===== config.mk =====
export PLATFORM = sky130hd
export DESIGN_NAME = alu_seq_ctrl
export DESIGN_NICKNAME = d
export VERILOG_FILES = /design/src/rtl/alu_pkg.sv /design/src/rtl/alu_settle_cnt.sv /design/src/rtl/alu_seq_ctrl.sv
export SDC_FILE = /design/constraint.sdc
export NUM_CORES = 1
export LEC_CHECK = 0
export CAP_MARGIN = 20
export CORE_MARGIN = 1.5
export CORE_UTILIZATION = 45
export CTS_BUF_LIST = sky130_fd_sc_hd__clkbuf_2
export DETAILED_ROUTE_END_ITERATION = 6
export GPL_TIMING_DRIVEN = 0
export PLACE_DENSITY = 0.82
export SLEW_MARGIN = 20
export SYNTH_ARGS = -nofsm -noshare
export SYNTH_HDL_FRONTEND = slang
export SYNTH_SLANG_ARGS = --single-unit

===== constraint.sdc =====
create_clock -name clk -period 2.5 [get_ports clk]
set_clock_uncertainty 0.15 [all_clocks]
set_input_delay 0.25 -clock clk [delete_from_list [all_inputs] [get_ports clk]]
set_output_delay 0.25 -clock clk [all_outputs]
set_load 0.03 [all_outputs]

===== src/rtl/alu_pkg.sv =====
// ----------------------------------------------------------------------------
// alu_pkg
// Shared definitions for the ALU sequencing controller:
//   - state_e     : controller FSM states
//   - SHIFT_BIT, ARITH_BIT, DIR_BIT : bit positions inside the 5-bit select code
//   - FLAG_NEG, FLAG_CARRY, FLAG_ZERO : bit indices inside out_flags
//   - CNT_W       : width of the settle / shift down-counters
// ----------------------------------------------------------------------------
package alu_pkg;

    typedef enum logic [1:0] {
        ST_IDLE  = 2'd0,
        ST_DRIVE = 2'd1,
        ST_CAPT  = 2'd2,
        ST_HOLD  = 2'd3
    } state_e;

    localparam int SHIFT_BIT = 4;
    localparam int ARITH_BIT = 3;
    localparam int DIR_BIT   = 0;   // 1 = shift left

    localparam int FLAG_NEG   = 2;
    localparam int FLAG_CARRY = 1;
    localparam int FLAG_ZERO  = 0;

    // Wide enough for SETTLE-1 (SETTLE <= 15) and a 4-bit shift count.
    localparam int CNT_W = 4;

endpackage : alu_pkg


===== src/rtl/alu_settle_cnt.sv =====
// ----------------------------------------------------------------------------
// alu_settle_cnt
// Loadable down-counter with a zero flag. Load has priority over decrement;
// decrementing stops at zero.
//   clk, rst_n   : clock, synchronous active-low reset (clears count)
//   load_i       : load load_val_i this cycle
//   load_val_i   : value to load
//   dec_i        : decrement by one (ignored when already zero)
//   cnt_o        : current count
//   zero_o       : count == 0
// ----------------------------------------------------------------------------
module alu_settle_cnt
    import alu_pkg::*;
(
    input  logic             clk,
    input  logic             rst_n,
    input  logic             load_i,
    input  logic [CNT_W-1:0] load_val_i,
    input  logic             dec_i,
    output logic [CNT_W-1:0] cnt_o,
    output logic             zero_o
);

    logic [CNT_W-1:0] cnt_q;

    // NOTE: reset is sampled inside the clocked block, so it only takes effect on a rising edge.
    always_ff @(posedge clk) begin
        if (!rst_n) begin
            cnt_q <= '0;
        end else if (load_i) begin
            cnt_q <= load_val_i;
        end else if (dec_i && !zero_o) begin
            cnt_q <= cnt_q - CNT_W'(1);
        end
    end

    assign cnt_o  = cnt_q;
    assign zero_o = (cnt_q == '0);

endmodule : alu_settle_cnt


===== src/rtl/alu_seq_ctrl.sv =====
// ----------------------------------------------------------------------------
// alu_seq_ctrl
// Sequences a combinational ALU that needs SETTLE cycles after its inputs
// change. Accepts one request at a time, drives the ALU through registered
// alu_* outputs, waits for settling, captures the result, and iterates
// single-bit shifts in_shamt times by feeding alu_y back into alu_a.
//
// Ports
//   clk, rst_n            : clock, synchronous active-low reset
//   in_valid / in_ready   : request handshake (in_ready only in IDLE)
//   in_sel, in_a, in_b,
//   in_cin, in_shamt      : request fields
//   alu_sel, alu_a,
//   alu_b, alu_cin        : registered drive to the external ALU
//   alu_y, alu_cout       : external ALU result
//   out_valid / out_ready : result handshake (out_valid only in HOLD)
//   out_y, out_flags      : registered result and {neg, carry, zero}
// ----------------------------------------------------------------------------
module alu_seq_ctrl
    import alu_pkg::*;
#(
    parameter int WIDTH  = 16,
    parameter int SETTLE = 2
) (
    input  logic             clk,
    input  logic             rst_n,
    input  logic             in_valid,
    output logic             in_ready,
    input  logic [4:0]       in_sel,
    input  logic [WIDTH-1:0] in_a,
    input  logic [WIDTH-1:0] in_b,
    input  logic             in_cin,
    input  logic [3:0]       in_shamt,
    output logic [4:0]       alu_sel,
    output logic [WIDTH-1:0] alu_a,
    output logic [WIDTH-1:0] alu_b,
    output logic             alu_cin,
    input  logic [WIDTH-1:0] alu_y,
    input  logic             alu_cout,
    output logic             out_valid,
    input  logic             out_ready,
    output logic [WIDTH-1:0] out_y,
    output logic [2:0]       out_flags
);

    localparam logic [CNT_W-1:0] SETTLE_LOAD = CNT_W'(SETTLE - 1);

    state_e           state_q;
    logic             in_ready_q;
    logic             out_valid_q;
    logic [WIDTH-1:0] out_y_q;
    logic [2:0]       out_flags_q;
    logic [4:0]       alu_sel_q;
    logic [WIDTH-1:0] alu_a_q;
    logic [WIDTH-1:0] alu_b_q;
    logic             alu_cin_q;

    logic [CNT_W-1:0] settle_cnt, shift_cnt;
    logic             settle_zero, shift_zero;
    logic             accept, zero_shift, shift_last, reload;
    logic             settle_load, settle_dec, shift_dec;
    logic             shift_out_bit;

    function automatic logic [2:0] make_flags(input logic [WIDTH-1:0] y, input logic c);
        logic [2:0] f;
        f             = '0;
        f[FLAG_NEG]   = y[WIDTH-1];
        f[FLAG_CARRY] = c;
        f[FLAG_ZERO]  = (y == '0);
        return f;
    endfunction

    assign accept     = in_valid && in_ready_q;
    assign zero_shift = in_sel[SHIFT_BIT] && (in_shamt == '0);
    // Counter still holds the pre-decrement value in CAPT, so 1 means this is the last pass.
    assign shift_last = (shift_cnt == CNT_W'(1));
    assign reload     = (state_q == ST_CAPT) && alu_sel_q[SHIFT_BIT] && !shift_last;

    assign settle_load = (accept && !zero_shift) || reload;
    assign settle_dec  = (state_q == ST_DRIVE) && (settle_cnt != '0);
    assign shift_dec   = (state_q == ST_CAPT) && alu_sel_q[SHIFT_BIT] && !shift_zero;

    // The bit that falls off the end of the current single-step shift.
    assign shift_out_bit = alu_sel_q[DIR_BIT] ? alu_a_q[WIDTH-1] : alu_a_q[0];

    alu_settle_cnt u_settle_cnt (
        .clk        (clk),
        .rst_n      (rst_n),
        .load_i     (settle_load),
        .load_val_i (SETTLE_LOAD),
        .dec_i      (settle_dec),
        .cnt_o      (settle_cnt),
        .zero_o     (settle_zero)
    );

    alu_settle_cnt u_shift_cnt (
        .clk        (clk),
        .rst_n      (rst_n),
        .load_i     (accept),
        .load_val_i (in_shamt),
        .dec_i      (shift_dec),
        .cnt_o      (shift_cnt),
        .zero_o     (shift_zero)
    );

    // NOTE: all state here is written with <= so every register samples pre-edge values.
    always_ff @(posedge clk) begin
        if (!rst_n) begin
            state_q     <= ST_IDLE;
            in_ready_q  <= 1'b1;
            out_valid_q <= 1'b0;
            out_y_q     <= '0;
            out_flags_q <= '0;
            alu_sel_q   <= '0;
            alu_a_q     <= '0;
            alu_b_q     <= '0;
            alu_cin_q   <= 1'b0;
        end else begin
            case (state_q)
                ST_IDLE: begin
                    if (accept) begin
                        in_ready_q <= 1'b0;
                        if (zero_shift) begin
                            // Nothing to shift: result is the operand, ALU drive untouched.
                            out_y_q     <= in_a;
                            out_flags_q <= make_flags(in_a, 1'b0);
                            out_valid_q <= 1'b1;
                            state_q     <= ST_HOLD;
                        end else begin
                            alu_sel_q <= in_sel;
                            alu_a_q   <= in_a;
                            alu_b_q   <= in_b;
                            alu_cin_q <= in_cin;
                            state_q   <= ST_DRIVE;
                        end
                    end
                end
                ST_DRIVE: begin
                    if (settle_zero) begin
                        state_q <= ST_CAPT;
                    end
                end
                ST_CAPT: begin
                    if (!alu_sel_q[SHIFT_BIT]) begin
                        out_y_q     <= alu_y;
                        out_flags_q <= make_flags(alu_y, alu_cout);
                        out_valid_q <= 1'b1;
                        state_q     <= ST_HOLD;
                    end else if (!shift_last) begin
                        alu_a_q <= alu_y;
                        state_q <= ST_DRIVE;
                    end else begin
                        out_y_q     <= alu_y;
                        out_flags_q <= make_flags(alu_y, shift_out_bit);
                        out_valid_q <= 1'b1;
                        state_q     <= ST_HOLD;
                    end
                end
                ST_HOLD: begin
                    if (out_ready) begin
                        out_valid_q <= 1'b0;
                        in_ready_q  <= 1'b1;
                        state_q     <= ST_IDLE;
                    end
                end
                default: state_q <= ST_IDLE;
            endcase
        end
    end

    assign in_ready  = in_ready_q;
    assign out_valid = out_valid_q;
    assign out_y     = out_y_q;
    assign out_flags = out_flags_q;
    assign alu_sel   = alu_sel_q;
    assign alu_a     = alu_a_q;
    assign alu_b     = alu_b_q;
    assign alu_cin   = alu_cin_q;

endmodule : alu_seq_ctrl

---- Word-level counts from Yosys, hierarchy flattened ----
Cells that the tools add are included.
cells by class
  add/sub/neg operators ................... 2
  eq/ne operators ......................... 12
  muxes and demuxes ....................... 36
  bitwise gates (word level) .............. 2
  reduce and logical (&&, ||, !) cells .... 33
operator list
  operator                                             number
  two-way mux 16 bit                                   8
  one-hot mux 16 bit (2 select lines)                  2
  logical NOT 16 bit                                   2
  logical NOT 4 bit                                    3
  two-way mux 2 bit                                    6
  two-way mux 3 bit                                    4
  inequality test 2 bit, second input constant         6
  two-way mux 1 bit                                    10
  AND reduction 5 bit                                  2
  logical AND 1 bit                                    9
  AND reduction 3 bit                                  3
  two-way mux 4 bit                                    2
  one-hot mux 2 bit (4 select lines)                   1
  nonzero test 2 bit                                   4
  subtractor 4 x 1 -> 4 bit, second input constant     2
  one-hot mux 3 bit (2 select lines)                   1
  equality test 2 bit, second input constant           2
  equality test 4 x 1 -> 1 bit, second input constant  1
  logical NOT 1 bit                                    4
  AND reduction 4 bit                                  1
  nonzero test 4 bit                                   1
  inequality test 3 bit, second input constant         1
  one-hot mux 1 bit (3 select lines)                   1
  nonzero test 3 bit                                   1
  7 further kinds                                      8
word-level totals
  register bits ........................... 69
  word-level logic and storage cells ...... 97

---- Logic depth before layout (Yosys ltp) ----
Gate-level depths: netlist of the first run.
  word-level depth ........................ 6
  mapped depth ............................ 8
  mapped depth without buffers ............ 6

---- Modules after synthesis ----
Synthesis of the first run repeated with hierarchy kept, for this count alone.
unflattened totals
  cell total of the unflattened synthesis .. 331
  area, all modules ....................... 3171.8 um^2
by module, submodules not included
  module          instances  cells each  area an instance (um^2)  seq. area each (um^2)
  alu_seq_ctrl    1          269         2658.8                   1201.2
  alu_settle_cnt  2          31          256.5                    80.1

---- Worst setup path before layout of the first run ----
OpenSTA, ideal clock, no wires.
  kind .................................... register to register
  start point ............................. register in_ready_q, in the netlist in_ready
  end point ............................... register alu_b_q[0], in the netlist alu_b[0]
  setup time .............................. 0.128 ns
  arrival time ............................ 1.644 ns
  data required time ...................... 2.222 ns
  slack ................................... 0.578 ns
  cell stages (with the launch flop) ...... 7
  cells stage by stage .................... dfxtp_1 nand3b_1 a211oi_1 buf_2 buf_4 mux2i_1 nor2_1
on the way
  cells in the longest elaborated chain, start to end .. 2
RTL lines
  what                                  line                 RTL
  from (decl)                           alu_seq_ctrl.sv:49   logic in_ready_q;
  from (signal assigned)                alu_seq_ctrl.sv:110  in_ready_q <= 1'b1;
  from (signal assigned)                alu_seq_ctrl.sv:122  in_ready_q <= 1'b0;
  from (signal assigned)                alu_seq_ctrl.sv:162  in_ready_q <= 1'b1;
  logical AND 1 bit                     alu_seq_ctrl.sv:73   assign accept = in_valid && in_ready_q;
  AND reduction 3 bit (no source line)  -
  to (signal assigned)                  alu_seq_ctrl.sv:132  alu_b_q <= in_b;
  to (decl)                             alu_seq_ctrl.sv:55   logic [WIDTH-1:0] alu_b_q;
Every way passes these cells.
A chain may end at the register's enable or synchronous reset.

---- Worst setup path in the final report of the first run ----
  start point ............................. register u_shift_cnt.cnt_q[1], in the netlist u_shift_cnt.cnt_o[1]
  end point ............................... register out_y_q[5], in the netlist out_y[5]
on the way
  cells in the longest elaborated chain, start to end .. 3
RTL lines
  what                                    line                  RTL
  from (decl)                             alu_settle_cnt.sv:24  logic [CNT_W-1:0] cnt_q;
  from (signal assigned)                  alu_settle_cnt.sv:31  cnt_q <= load_val_i;
  from (signal assigned)                  alu_settle_cnt.sv:33  cnt_q <= cnt_q - CNT_W'(1);
  equality test 4 x 1 -> 1 bit            alu_seq_ctrl.sv:76    assign shift_last = (shift_cnt == CNT_W'(1));
  inequality test 3 bit (no source line)  -
  AND reduction 4 bit (no source line)    -
  to (signal assigned)                    alu_seq_ctrl.sv:125   out_y_q <= in_a;
  to (signal assigned)                    alu_seq_ctrl.sv:145   out_y_q <= alu_y;
  to (signal assigned)                    alu_seq_ctrl.sv:153   out_y_q <= alu_y;
  to (decl)                               alu_seq_ctrl.sv:51    logic [WIDTH-1:0] out_y_q;
Every way passes these cells.

==> run_results.csv, run 1 <==
group,metric,value,unit
floorplanning,start_util,46.5,%
layout,area_growth,46.9,%
global_route,grt_pass1_wl,13800,um
routing,post_drt_wl_per_cell,16.4,um
global_route,track_usage,23.7,%
critical_path,cpMaxStageDelayCell,"or3b_4",
layout,mostFrequentLayoutCell,"clkdlybuf4s50_1",
timing,hold_ws,0.194,ns
timing,fin_crit_sh,86.5,%
timing,slew-limit-headroom,58.0,%
timing,finalHoldViolCount,0,
yosys,syn_area,3140,sq um
yosys,yosysUniqueCellTypes,45,
critical_path,crit_family,"buffers and inverters",
clocking,cts_tree,"done",
clocking,clk_pin_slew_worst_paths,0.20,ns
clocking,cts_max_level,3,
critical_path,cp-startpoint,"u_shift_cnt.cnt_o[1]$_SDFFE_PN0P_",
critical_path,ff2ff_setup_slack,0.34,ns
layout,n_antenna_cell,0,
critical_path,regToRegEndpoint,"out_y[5]$_SDFFE_PN0P_",
clocking,holdBufCountCts,0,
power_and_ir_drop,power_leakage,1.88,nW
timing,slew_viol_final,0,
place,io_buffers,121,
yosys,avgSynthCellArea,9.84,sq um
clocking,cts_root_buf,"clkbuf_2",
critical_path,critPathMaxFanout,10,
routing,drtIter0Drc,111,
critical_path,max_stage_delay,0.39,ns
floorplanning,fp.dieW,86.5,um
floorplanning,fp-row-count,30,
place,place_congestion,0.824,
timing,setup_tns,0,ns
critical_path,critical_path_class,"flop to flop",
worst_hold_path,whs_endpoint,"alu_b[15]$_SDFFE_PN0P_",
global_route,antenna_found_initial,0,
critical_path,rr_startpoint,"u_shift_cnt.cnt_o[1]$_SDFFE_PN0P_",
flow_run,drv_cap,0,
critical_path,crit_arrival,2.41,ns
routing,ant_nets,0,
timing,fin_ws,0.339,ns
timing,setup_viol,0,
clocking,cts_buffers,9,
layout,post-route-util,68.3,%
routing,drt_wl_total,8790,um
routing,routed_via_density,5.39,
routing,drc,0,
timing,grt_setup_unrepaired,"false",
floorplanning,placeableCoreArea,6760,sq um
worst_hold_path,hp-class,"input pin to flop",
critical_path,crit_chain,"inv_1 > ha_1 > or3b_4 > a21boi_1 > buf_2 > buf_2 > o21ai_1 > o211a_1",
yosys,synthTopCellsByArea,"dfxtp_1 43%, mux2i_1 12%, o211a_1 5.1%",
clocking,cts.path.max_buffers,2,
layout,layout_common_cells,"121 x clkdlybuf4s50_1, 68 x dfxtp_1, 39 x mux2i_1",
critical_path,ff2ff_path_depth,8,
yosys,synth-seq-cells,68,
yosys,syn_nets,386,
critical_path,critical_path_buf_inv_count,3,
layout,fin_nets,518,
global_route,overflow,0,
clocking,cts.sinks,68,
critical_path,required,2.75,ns
place,dp_slack,0.113,ns
floorplanning,die-area,7490,sq um
routing,firstDrtPassIters,4,
clocking,cts_setup_buffers,0,
clocking,worstSkewPairLatency,0.49,ns
routing,vias,2890,
timing,fin_crit,2.16,ns
clocking,cts_resized,0,
yosys,netlist_instances,319,
yosys,ys.warnings.count,0,
status,run_status,"complete, no violations",
yosys,yosys.area.top_type_share,43.3,%
yosys,yosysSeqAreaShare,43.3,%
power_and_ir_drop,peakVddDrop,0.494,mV
timing,clock.fmax,0.463,GHz
power_and_ir_drop,power.total,0.00391,W
critical_path,critPathCaptureType,"flop",
layout,drive_above_1_share,11.4,%
worst_hold_path,hold_depth,3,
critical_path,start_kind,"flop",
global_route,first_global_vias,2845,
global_route,grt_max_degree,13,
timing,tightest_slew,0.630,ns
critical_path,cp_common_cell,"buf_2",
yosys,yosysTopAreaCell,"dfxtp_1",
power_and_ir_drop,powerDensity,849,nW/um^2
worst_hold_path,hp-start,"in_b[15]",
floorplanning,die_h,86.5,um
place,hpwl,6620,um
floorplanning,io_pins,122,
[worst min-delay path, delay by kind of cell]
family                 cells  cell delay [ns]
buffers and inverters      1             0.40
muxes                      1             0.13
and+or+nand+nor            1             0.05
[state kept, by name (all words and copies together), names as in the netlist]
signal and count:
in_ready 1, u_shift_cnt.cnt_o 4, alu_b 16, u_settle_cnt.cnt_o 4
state_q 2, out_y 16, alu_a 16, alu_sel 5
out_flags 2, out_valid 1, alu_cin 1
[synth_stat cells, drive strengths merged]
cell	number
a211o	1
a211oi	19
a21boi	1
a21oi	12
a221oi	1
a311oi	1
and2	2
and3	1
buf	19
clkbuf	9
dfxtp	68
ha	4
inv	6
mux2i	39
nand2	6
nand2b	1
nand3	4
nand3b	2
nand4	3
nor2	33
nor2b	3
nor3	19
nor3b	2
nor4	8
nor4b	1
o211a	16
o211ai	2
o21ai	21
or2	2
or3	2
or3b	4
or4	1
xnor2	3
xor2	3
[cells by family (layout without fill, tap and decap cells)]
| family | Yosys count | count (layout) | synth area share (%) |
|---|---|---|---|
| buffers and inverters | 34 | 171 | 5.90 |
| adders and majority gates | 4 | 4 | 1.59 |
| AOI/OAI and AO/OA | 74 | 74 | 18.2 |
| and+or+nand+nor | 94 | 94 | 16.9 |
| xor gates and xnor gates | 6 | 6 | 1.67 |
| DFF | 68 | 68 | 43.3 |
| muxes | 39 | 39 | 12.4 |
[final cells by class]
type,instances,area (sq um)
multi-input combinational,217,1590
buffer,28,163
tap,80,100
fill,564,2140
sequential,68,1360
clock inverter,7,115
clock buffer,9,45.0
timing repair buffer,121,1210
inverter,6,22.5
[through the flow]
stage,std cells,area (sq um)
floorplan,319,3140
global placement,520,4450
detailed placement,520,4450
CTS,536,4610
global route,536,4610
finish,536,4610
[layer usage]
| metal | share of wire [%] | vias up | GRT usage [%] |
|---|---|---|---|
| met4 | 1.6 | 0 | 9.97 |
| met3 | 7.1 | 13 | 5.52 |
| met1 | 42 | 1381 | 29.5 |
| met2 | 49 | 79 | 39.6 |
| li1 | - | 1417 | - |
| met5 | 0 | - | 0 |
[power breakdown]
group | internal (W) | switching, W
Sequential | 0.00128 | 0.000123
Combinational | 0.000754 | 0.000908
Clock | 0.000428 | 0.000420
[how the worst max path moves through the flow]
stage / endpoint / slack, ns / cells after the start
CTS: out_y[1]$_SDFFE_PN0P_ / 0.37 / 7
finish: out_y[5]$_SDFFE_PN0P_ / 0.34 / 8
global route: out_y[3]$_SDFFE_PN0P_ / 0.22 / 7
detailed placement: out_flags[0]$_SDFFE_PN0P_ / 0.11 / 7
global placement: out_flags[0]$_SDFFE_PN0P_ / 0.15 / 7
floorplan: alu_b[0]$_SDFFE_PN0P_ / 0.58 / 6
Note: power is estimated with default switching activity, not from simulation.
==> run 2, diff against run 1 <==
--- a/config.mk
+++ b/config.mk
@@ -10,7 +10,7 @@
 export CORE_UTILIZATION = 45
 export CTS_BUF_LIST = sky130_fd_sc_hd__clkbuf_2
 export DETAILED_ROUTE_END_ITERATION = 6
-export GPL_TIMING_DRIVEN = 0
+export GPL_TIMING_DRIVEN = 1
 export PLACE_DENSITY = 0.82
 export SLEW_MARGIN = 20
 export SYNTH_ARGS = -nofsm -noshare
==> run 2 against run 1 <==
Maximum frequency down 2.2%; count of clock-buffer cells in the layout unchanged; first-iteration DRC count down 2.7%; die area unchanged; global-route usage down 0.18 points; register-to-register slack about the same; wire length down 2.4%; cell count down 2.6%; critical path type is now flop to output pin; critical endpoint is now alu_sel[4]; highest routed layer unchanged.
==> run_results.csv, run 2 (synthesized netlist as in run 1, its figures left out) <==
group,metric,value,unit
status,run_status,"complete, no violations",
routing,firstDrtPassIters,4,
critical_path,start_kind,"flop",
worst_hold_path,hp-class,"input pin to flop",
timing,clock.fmax,0.453,GHz
layout,area_growth,45.7,%
floorplanning,fp-row-count,30,
global_route,first_global_vias,2819,
clocking,cts_buffers,9,
clocking,cts.sinks,68,
clocking,cts.path.max_buffers,2,
place,place_congestion,0.811,
clocking,clk_pin_slew_worst_paths,0.21,ns
critical_path,critPathMaxFanout,8,
global_route,track_usage,23.6,%
layout,mostFrequentLayoutCell,"clkdlybuf4s50_1",
floorplanning,placeableCoreArea,6760,sq um
timing,slew-limit-headroom,61.8,%
timing,setup_viol,0,
global_route,grt_max_degree,47,
layout,n_antenna_cell,0,
global_route,grt_pass1_wl,13700,um
clocking,worstSkewPairLatency,0.53,ns
clocking,holdBufCountCts,0,
place,io_buffers,121,
timing,finalHoldViolCount,0,
global_route,overflow,0,
flow_run,drv_cap,0,
critical_path,critical_path_class,"flop to output pin",
layout,drive_above_1_share,11.5,%
clocking,cts_setup_buffers,0,
timing,slew_viol_final,0,
power_and_ir_drop,powerDensity,838,nW/um^2
floorplanning,io_pins,122,
power_and_ir_drop,power_leakage,1.84,nW
routing,drc,0,
timing,grt_setup_unrepaired,"false",
critical_path,required,2.10,ns
timing,setup_tns,0,ns
clocking,cts_root_buf,"clkbuf_2",
routing,routed_via_density,5.48,
floorplanning,die-area,7490,sq um
critical_path,crit_arrival,1.81,ns
routing,drtIter0Drc,108,
routing,post_drt_wl_per_cell,16.4,um
floorplanning,fp.dieW,86.5,um
place,hpwl,6310,um
critical_path,critPathCaptureType,"output pin",
timing,tightest_slew,0.573,ns
layout,layout_common_cells,"121 x clkdlybuf4s50_1, 68 x dfxtp_1, 39 x mux2i_1",
timing,fin_crit_sh,88.4,%
floorplanning,die_h,86.5,um
layout,fin_nets,504,
power_and_ir_drop,power.total,0.00383,W
routing,drt_wl_total,8570,um
global_route,antenna_found_initial,0,
routing,vias,2858,
timing,fin_crit,2.21,ns
clocking,cts_max_level,3,
floorplanning,start_util,46.5,%
clocking,cts_tree,"done",
power_and_ir_drop,peakVddDrop,0.421,mV
clocking,cts_resized,0,
routing,ant_nets,0,
==> run 2: final timing paths <==
path                                           from                      to  slack (ns)  depth (start not counted)
setup reg to reg  u_shift_cnt.cnt_o[1]$_SDFFE_PN0P_  alu_a[12]$_SDFFE_PN0P_        0.34                          7
hold / removal                              in_b[5]   alu_b[5]$_SDFFE_PN0P_        0.15                          3
setup / recovery            alu_sel[4]$_SDFFE_PN0P_              alu_sel[4]        0.29                          2
hold reg to reg              out_valid$_SDFFE_PN0P_  out_valid$_SDFFE_PN0P_        0.35                          2
==> run 2: final cells by class <==
type / count / area, sq um
timing repair buffer: 135 / 1330
clock buffer: 9 / 45.0
inverter: 6 / 22.5
clock inverter: 7 / 100
multi-input combinational: 217 / 1620
sequential: 68 / 1360
fill: 547 / 2180
tap: 80 / 100
==> run 2: metrics by stage <==
stage	instances	cell area (sq um)	setup slack, ns	hold WS, ns	utilization [%]
final	522	4580	0.290	0.149	67.7
after global routing	522	4580	0.189	0.134	67.7
after CTS	522	4580	0.281	0.140	67.7
after floorplan	319	3140	0.578	0.236	-
after detailed placement	506	4430	0.245	0.329	65.6
after global placement	506	4430	0.296	0.321	65.6
==> run 2: per-layer routing <==
layer	vias up	wire length [um]	part of all wire, %	GRT usage [%]
li1	1400	-	-	-
met1	1357	3640	42	29.5
met2	89	4260	50	39.8
met3	12	521	6.1	5.05
met4	0	148	1.7	8.94
met5	-	0	0	0
==> run 2: power breakdown <==
group          leakage (nW)  internal, W  switching, W
Combinational          1.20     0.000752      0.000886
Clock                0.0864     0.000338      0.000437
Sequential            0.557      0.00128      0.000139
Total                  1.84      0.00237       0.00146
==> run 2: worst max-delay path: stages (launching register included) <==
cell             delay [ns]
dfxtp_1                0.43
buf_4                  0.18
clkdlybuf4s50_1        0.67
==> run 3, diff against run 2 <==
--- a/config.mk
+++ b/config.mk
@@ -10,9 +10,11 @@
 export CORE_UTILIZATION = 45
 export CTS_BUF_LIST = sky130_fd_sc_hd__clkbuf_2
 export DETAILED_ROUTE_END_ITERATION = 6
+export GPL_ROUTABILITY_DRIVEN = 0
 export GPL_TIMING_DRIVEN = 1
 export PLACE_DENSITY = 0.82
 export SLEW_MARGIN = 20
 export SYNTH_ARGS = -nofsm -noshare
 export SYNTH_HDL_FRONTEND = slang
 export SYNTH_SLANG_ARGS = --single-unit
+export TNS_END_PERCENT = 100
==> results of run 3 <==
Final layout, timing and power as in run 2 (identical DEF).
